`src/rtl/demux_route_pkg.sv`:
```
// Package for the registered 1-to-3 dispatch stage (demux_route_stage).
// Contents:
//   SEL_A/SEL_B/SEL_C/SEL_BAD : destination select codes
//   slot_state_t              : per-output slot state (EMPTY/FULL)
package demux_route_pkg;

  localparam logic [1:0] SEL_A   = 2'd0;
  localparam logic [1:0] SEL_B   = 2'd1;
  localparam logic [1:0] SEL_C   = 2'd2;
  localparam logic [1:0] SEL_BAD = 2'd3;

  typedef enum logic {
    SLOT_EMPTY = 1'b0,
    SLOT_FULL  = 1'b1
  } slot_state_t;

endpackage

```
`src/rtl/demux_out_slot.sv`:
```
// One output slot of demux_route_stage: a single-entry holding register
// with valid, a delivered-word counter and its load/drain logic.
// Ports:
//   Clk, Rst     clock, asynchronous active-high reset
//   i_load       top has accepted a word aimed at this slot
//   i_data       word to load
//   o_can_load   slot can take a word this cycle (empty, or draining now)
//   o_valid      slot holds a word
//   i_ready      consumer takes the word
//   o_data       held word (stable while o_valid & !i_ready)
//   o_cnt        words delivered, wraps modulo 2^CNT_W
//
// state      | meaning
// SLOT_EMPTY | no word held, o_valid=0
// SLOT_FULL  | word held in r_data, o_valid=1
module demux_out_slot #(
  parameter int WIDTH = 32,
  parameter int CNT_W = 8
) (
  input  logic             Clk,
  input  logic             Rst,
  input  logic             i_load,
  input  logic [WIDTH-1:0] i_data,
  output logic             o_can_load,
  output logic             o_valid,
  input  logic             i_ready,
  output logic [WIDTH-1:0] o_data,
  output logic [CNT_W-1:0] o_cnt
);
  import demux_route_pkg::*;

  slot_state_t      r_state;
  slot_state_t      w_next;
  logic [WIDTH-1:0] r_data;
  logic [CNT_W-1:0] r_cnt;
  logic             w_drain;

  assign o_valid    = (r_state == SLOT_FULL);
  assign w_drain    = o_valid & i_ready;
  // A full slot that drains this cycle can take a new word with no bubble.
  assign o_can_load = ~o_valid | i_ready;
  assign o_data     = r_data;
  assign o_cnt      = r_cnt;

  always_comb begin
    w_next = r_state;
    case (r_state)
      SLOT_EMPTY: if (i_load) w_next = SLOT_FULL;
      SLOT_FULL:  if (i_ready && !i_load) w_next = SLOT_EMPTY;
    endcase
  end

  always_ff @(posedge Clk or posedge Rst) begin
    if (Rst) begin
      r_state <= SLOT_EMPTY;
      r_data  <= '0;
      r_cnt   <= '0;
    end else begin
      r_state <= w_next;
      if (i_load)  r_data <= i_data;
      if (w_drain) r_cnt  <= r_cnt + 1'b1;
    end
  end

endmodule

```
`src/rtl/demux_route_stage.sv`:
```
// Registered 1-to-3 demultiplexer with valid/ready handshakes.
// sel: 0->A, 1->B, 2/3->C. Each output holds one word; a stalled consumer
// only blocks words aimed at it. Latency is one cycle.
// Optional build macro SEL_ERR_EN: sel==3 is accepted and dropped, and the
// sticky sel_err output sets; without it sel==3 routes to C and sel_err
// is absent.
// Ports:
//   Clk, Rst                  clock, asynchronous active-high reset
//   in_valid/in_ready/in_data producer handshake and word
//   sel                       destination select, sampled with in_data
//   out_x_valid/ready/data    per-output handshake and word (x = a,b,c)
//   cnt_x                     per-output delivered-word counter
//   sel_err                   sticky illegal-select flag (SEL_ERR_EN)
module demux_route_stage #(
  parameter int WIDTH = 32,
  parameter int CNT_W = 8
) (
  input  logic             Clk,
  input  logic             Rst,
  input  logic             in_valid,
  output logic             in_ready,
  input  logic [WIDTH-1:0] in_data,
  input  logic [1:0]       sel,
  output logic             out_a_valid,
  input  logic             out_a_ready,
  output logic [WIDTH-1:0] out_a_data,
  output logic             out_b_valid,
  input  logic             out_b_ready,
  output logic [WIDTH-1:0] out_b_data,
  output logic             out_c_valid,
  input  logic             out_c_ready,
  output logic [WIDTH-1:0] out_c_data,
  output logic [CNT_W-1:0] cnt_a,
  output logic [CNT_W-1:0] cnt_b,
  output logic [CNT_W-1:0] cnt_c
`ifdef SEL_ERR_EN
  ,
  output logic             sel_err
`endif
);
  import demux_route_pkg::*;

  logic [2:0] w_can;
  logic [2:0] w_load;
  logic       w_accept;

  // in_ready looks only at the selected slot, even when in_valid=0.
  always_comb begin
    in_ready = 1'b0;
    case (sel)
      SEL_A:   in_ready = w_can[0];
      SEL_B:   in_ready = w_can[1];
`ifdef SEL_ERR_EN
      SEL_BAD: in_ready = 1'b1;
`endif
      default: in_ready = w_can[2];
    endcase
  end

  assign w_accept  = in_valid & in_ready;
  assign w_load[0] = w_accept & (sel == SEL_A);
  assign w_load[1] = w_accept & (sel == SEL_B);
`ifdef SEL_ERR_EN
  assign w_load[2] = w_accept & (sel == SEL_C);

  logic r_sel_err;
  always_ff @(posedge Clk or posedge Rst) begin
    if (Rst)                              r_sel_err <= 1'b0;
    else if (w_accept && sel == SEL_BAD)  r_sel_err <= 1'b1;
  end
  assign sel_err = r_sel_err;
`else
  // Both upper codes route to C.
  assign w_load[2] = w_accept & sel[1];
`endif

  demux_out_slot #(.WIDTH(WIDTH), .CNT_W(CNT_W)) u_slot_a (
    .Clk(Clk), .Rst(Rst), .i_load(w_load[0]), .i_data(in_data),
    .o_can_load(w_can[0]), .o_valid(out_a_valid), .i_ready(out_a_ready),
    .o_data(out_a_data), .o_cnt(cnt_a)
  );

  demux_out_slot #(.WIDTH(WIDTH), .CNT_W(CNT_W)) u_slot_b (
    .Clk(Clk), .Rst(Rst), .i_load(w_load[1]), .i_data(in_data),
    .o_can_load(w_can[1]), .o_valid(out_b_valid), .i_ready(out_b_ready),
    .o_data(out_b_data), .o_cnt(cnt_b)
  );

  demux_out_slot #(.WIDTH(WIDTH), .CNT_W(CNT_W)) u_slot_c (
    .Clk(Clk), .Rst(Rst), .i_load(w_load[2]), .i_data(in_data),
    .o_can_load(w_can[2]), .o_valid(out_c_valid), .i_ready(out_c_ready),
    .o_data(out_c_data), .o_cnt(cnt_c)
  );

endmodule
```
`config.mk`:
```
export PLATFORM = sky130hd
export DESIGN_NAME = demux_route_stage
export DESIGN_NICKNAME = d
export VERILOG_FILES = /design/src/rtl/demux_route_pkg.sv /design/src/rtl/demux_out_slot.sv /design/src/rtl/demux_route_stage.sv
export SDC_FILE = /design/constraint.sdc
export NUM_CORES = 1
export LEC_CHECK = 0
export ABC_AREA = 0
export CAP_MARGIN = 20
export CORE_MARGIN = 4
export CORE_UTILIZATION = 41
export DETAILED_ROUTE_END_ITERATION = 6
export GPL_TIMING_DRIVEN = 0
export PLACE_DENSITY = 0.83
export RECOVER_POWER = 100
export SYNTH_ARGS = -nofsm -noshare
export SYNTH_HDL_FRONTEND = slang
export SYNTH_SLANG_ARGS = --single-unit
```
`constraint.sdc`:
```
create_clock -name Clk -period 4.4 [get_ports Clk]
set_input_delay 1.1 -clock Clk [delete_from_list [all_inputs] [get_ports Clk]]
set_output_delay 1.1 -clock Clk [all_outputs]
set_load 0.05 [all_outputs]
```
## After elaboration in Yosys (flattened, before gate mapping)

Cells that the tools add are included.

| operators by class | value |
|---|---|
| multiplexer cells | 10 |
| eq/ne operators | 1 |
| reduce and logical (&&, ||, !) cells | 7 |
| bitwise logic cells | 13 |
| add/subtract/negate cells | 3 |

Operators with widths:

| kind | count |
|---|---|
| $add A8 B1 Y8 const B | 3 |
| $pmux W1 S2 | 4 |
| $and A1 B1 Y1 | 7 |
| $mux W1 | 6 |
| $logic_and A1 B1 Y1 | 3 |
| $logic_not A1 Y1 | 3 |
| $not A1 Y1 | 3 |
| $or A1 B1 Y1 | 3 |
| $eq A2 B1 Y1 const B | 1 |
| $logic_not A2 Y1 | 1 |

| word-level totals | value |
|---|---|
| register bits | 123 |
| word-level logic and storage cells | 43 |
| bits of input ports | 40 |

## Depth between registers and ports, before layout

| logic depth | value |
|---|---|
| depth in word-level cells | 9 |
| mapped depth | 5 |

## Hierarchy

Synthesis repeated with hierarchy kept, for this count alone.

| unflattened totals | value |
|---|---|
| cells, all modules | 312 |
| area total of the unflattened synthesis | 4827.1 um^2 |

Modules (own cells, without submodules):

| module | area each (um^2) | cells each | times used | sequential area each (um^2) |
|---|---|---|---|---|
| demux_out_slot | 1592.8 | 102 | 3 | 1026.0 |
| demux_route_stage | 48.8 | 6 | 1 | 0.0 |

## Worst setup path before layout

No wires, ideal clock.

| path | value |
|---|---|
| path kind | input to output |
| start | input out_a_ready |
| end | output in_ready |
| arrival time | 2402 ps |
| path slack | 898 ps |
| required time | 3300 ps |
| stages on the path | 3 |
| path through | nand2b_1 -> mux2i_1 -> o21ai_0 |

| between the ends | value |
|---|---|
| cells in the longest elaborated chain, start to end | 2 |

RTL lines:

| item | line | RTL |
|---|---|---|
| start: declaration | demux_route_stage.sv:25 | `input logic out_a_ready,` |
| $or A1 B1 Y1 | demux_out_slot.sv:41 | `assign o_can_load = ~o_valid \| i_ready;` |
| $pmux W1 S2 | demux_route_stage.sv:50 | `case (sel)` |
| end: declaration | demux_route_stage.sv:21 | `output logic in_ready,` |

Every way passes these cells.

## Worst setup path in the final report

| path | value |
|---|---|
| start | input out_b_ready |
| end | output in_ready |

| between the ends | value |
|---|---|
| cells in the longest elaborated chain, start to end | 2 |

RTL lines:

| item | line | RTL |
|---|---|---|
| start: declaration | demux_route_stage.sv:28 | `input logic out_b_ready,` |
| $or A1 B1 Y1 | demux_out_slot.sv:41 |  |
| $pmux W1 S2 | demux_route_stage.sv:50 |  |

Every way passes these cells.

==> run metrics <==
mean post-synth cell area=16.1 µm²; area of combinational cells with multiple inputs=1600 µm²; final antenna-violating net count=0; number of non-filler instances in the completed layout=645; Post-Route WL=11300 µm; clock root buffer master=clkbuf_16; num rows=39; initial core utilization=42.5%; Die Footprint=13900 µm²; leakage=3.17 nW; post-layout power=4.77 mW; final count of pins violating max slew=59; weighted congestion reported at the end of routability-driven placement=0.780; maximum achievable frequency=244 MHz; antenna violations before repair=0; vias in the first global route=3422; post-route setup TNS=0 ns; actual slew at the worst max-slew pin=2.48 ns; number of buffers inserted to repair setup after CTS=0; count of mapped cells out of synthesis=306; count leader, synth=dfrtp_1; H-tree levels=4; detailed-route DRC error count=0; Horiz. Die Dim=118 µm; drt wl/cell=17.5 µm; power density cells=661 nW/µm²; WP data arrival=3.00 ns; number of max-capacitance violations reported=1; area growth from synthesis to layout=46.1%; cts repair resizes=0; Core Util, Final=62.1%; fraction of synthesized cell area in xor and xnor cells=3.73%; count of unique library cells instantiated by Yosys=27; main combinational cell family by area after synthesis=multiplexers; total placed cells including tap cells=613; leading cell types by count after synthesis=123 x dfrtp_1, 68 x mux2_2, 31 x mux2_4; Final Critical Period=4.10 ns; CTS buffer count=17; synthesized area=4940 µm²; GR Layer Usage met3=7.54%; Clock transition at path regs=0.05 ns; final setup violating endpoints=0; fin crit share=93.1%; number of diodes=0; worst IR drop on VDD=0.000313 V; async set or reset register ratio after synthesis=100%; multiplexer share of the synthesized area=25.1%; cell taking the most area after synthesis=dfrtp_1; Clock Sink Count=123; post-route standard cell area excluding fillers=7210 µm²; Seq. cell area=3080 µm²; part of the Yosys area used for sequential elements=62.3%; area share of and/or/nand/nor cells after synthesis=5.22%; dpl hpwl=8140 µm; headroom to the max-slew limit=-66.5%; data required time at the worst endpoint=3.30 ns; Bufs on Longest Clock Path=2; number of enable flip-flop cells after synthesis=0; HP Class=reg2reg; GR Util met1=20.1%; GR Layer Usage met2=28.1%; combined global-route utilization of all metal layers=17.2%; fraction of the mapped netlist area in compound gates=0.101%; I/O pin total=164; share of cells above drive strength 1=21.3%; number of port buffers=163; area after detailed placement=6780 µm²; setup repair after global routing missed its margin=false; total count of hold-check failures in the final report=0; proportion of netlist area held by the largest area contributor=62.3%; first-pass iteration count of the detailed router=4; global-route wire length before repair=18800 µm; flip-flop and latch count after synthesis=123; number of buffers inserted for hold repair after clock tree synthesis=0; Die Height=118 µm; Overflow after GRT=0; total nets after synthesis=349; synthesis warning total=0; Crit Path Class=in2out; largest fanout of any net on the critical path=4; clock latency on the worst-skew pair=0.40 ns; violated checks=max-capacitance violations, max-slew violations; clock tree from TritonCTS=built; fill count=916; prevailing post-synth register cell=dfrtp_1; nature of the critical path startpoint=input pin; largest net degree at the start of global routing=67; Core ar.=11600 µm²; detailed-route vias per instance=4.84; nature of the critical path endpoint=output pin; number of nets at the end of the flow=532; outcome=complete, but fails checks; Clock Skews=0.00494 ns; post-synthesis share of cell area spent on full adders, half adders and majority gates=0.760%; DR iter-0 viols=175; Top Usage Layer GRT=met2; number of vias in the routed layout=3122; ranking of synthesized cells by area=dfrtp_1 62%, mux2_2 16%, mux2_4 9.4%, xnor2_1 2.8%, buf_6 2.3%; R2R setup slack=2.31 ns
## final timing paths
| kind | from | endpoint | depth (start not counted) |
|---|---|---|---|
| setup / recovery | out_b_ready | in_ready | 5 |
| hold / removal | u_slot_c.o_cnt[7] | u_slot_c.o_cnt[7] | 1 |
| setup reg to reg | u_slot_b.o_valid | u_slot_b.o_data[27] | 5 |
| hold reg to reg | u_slot_c.o_cnt[7] | u_slot_c.o_cnt[7] | 1 |
| max in group asynchronous | Rst | u_slot_a.o_data[22] | 3 |
| min in group asynchronous | Rst | u_slot_c.o_data[7] | 2 |
## critical path: stages
cell and delay, ns:
dlygate4sd3_1 0.59, nand2b_1 0.17, mux2i_1 0.08, o21ai_0 0.20, clkdlybuf4s50_1 0.84
## metrics by stage
step / setup slack (ns) / hold slack (ns)
floorplan: 0.0291 / 0.786
global placement: -1.60 / 0.461
detailed placement: 0.404 / 0.467
CTS: 0.387 / 0.478
global route: 0.175 / 0.488
finish: 0.303 / 0.465
## cell families (layout without fill, tap and decap cells)
logic type	Yosys count	in the layout
flops	123	123
xor+xnor	21	21
simple gates	45	45
compound gates	1	1
fa+ha+maj	3	3
mux	100	100
buf+inv	13	209
## metal layers
layer | routed length, µm | vias up
met2 | 5620 | 108
met5 | 0 | -
li1 | - | 1435
met1 | 4740 | 1569
met4 | 153 | 0
met3 | 809 | 10
## area by class of cell
cell class / instances / area share (%)
sequential: 123 / 42.7
timing repair buffer: 164 / 22.7
multi-input combinational: 170 / 22.2
clock buffer: 20 / 6.19
clock inverter: 12 / 3.04
tap: 143 / 2.48
buffer: 12 / 0.624
inverter: 1 / 0.0694
## layout by cell type (no fill, tap or decap), types with 2 or more instances in the layout
cell / n
dlygate4sd3_1: 127
dfrtp_1: 123
mux2_2: 68
clkdlybuf4s50_1: 36
mux2_1: 27
nand2_1: 19
clkbuf_16: 17
xnor2_1: 16
clkbuf_1: 14
bufinv_16: 6
xor2_1: 5
and3_1: 5
nand4_1: 5
mux2_4: 4
nand2b_1: 3
ha_1: 3
clkinv_2: 3
nand3_1: 2
nor2_1: 2
nor3_1: 2
clkinvlp_4: 2
## where the power goes
part | total (mW) | internal [mW] | leakage [nW] | switching (mW)
clock | 1.55 | 1.07 | 0.320 | 0.476
combinational | 1.68 | 0.537 | 1.37 | 1.14
sequential | 1.54 | 1.38 | 1.49 | 0.166
total | 4.77 | 2.99 | 3.17 | 1.78
## state kept, by name, indices dropped and copies added (netlist names)
register / count
u_slot_c.o_data: 32
u_slot_b.o_cnt: 8
u_slot_a.o_data: 32
u_slot_b.o_data: 32
u_slot_a.o_cnt: 8
u_slot_c.o_cnt: 8
u_slot_b.o_valid: 1
u_slot_c.o_valid: 1
u_slot_a.o_valid: 1
Power figures use the tool's default switching activity.
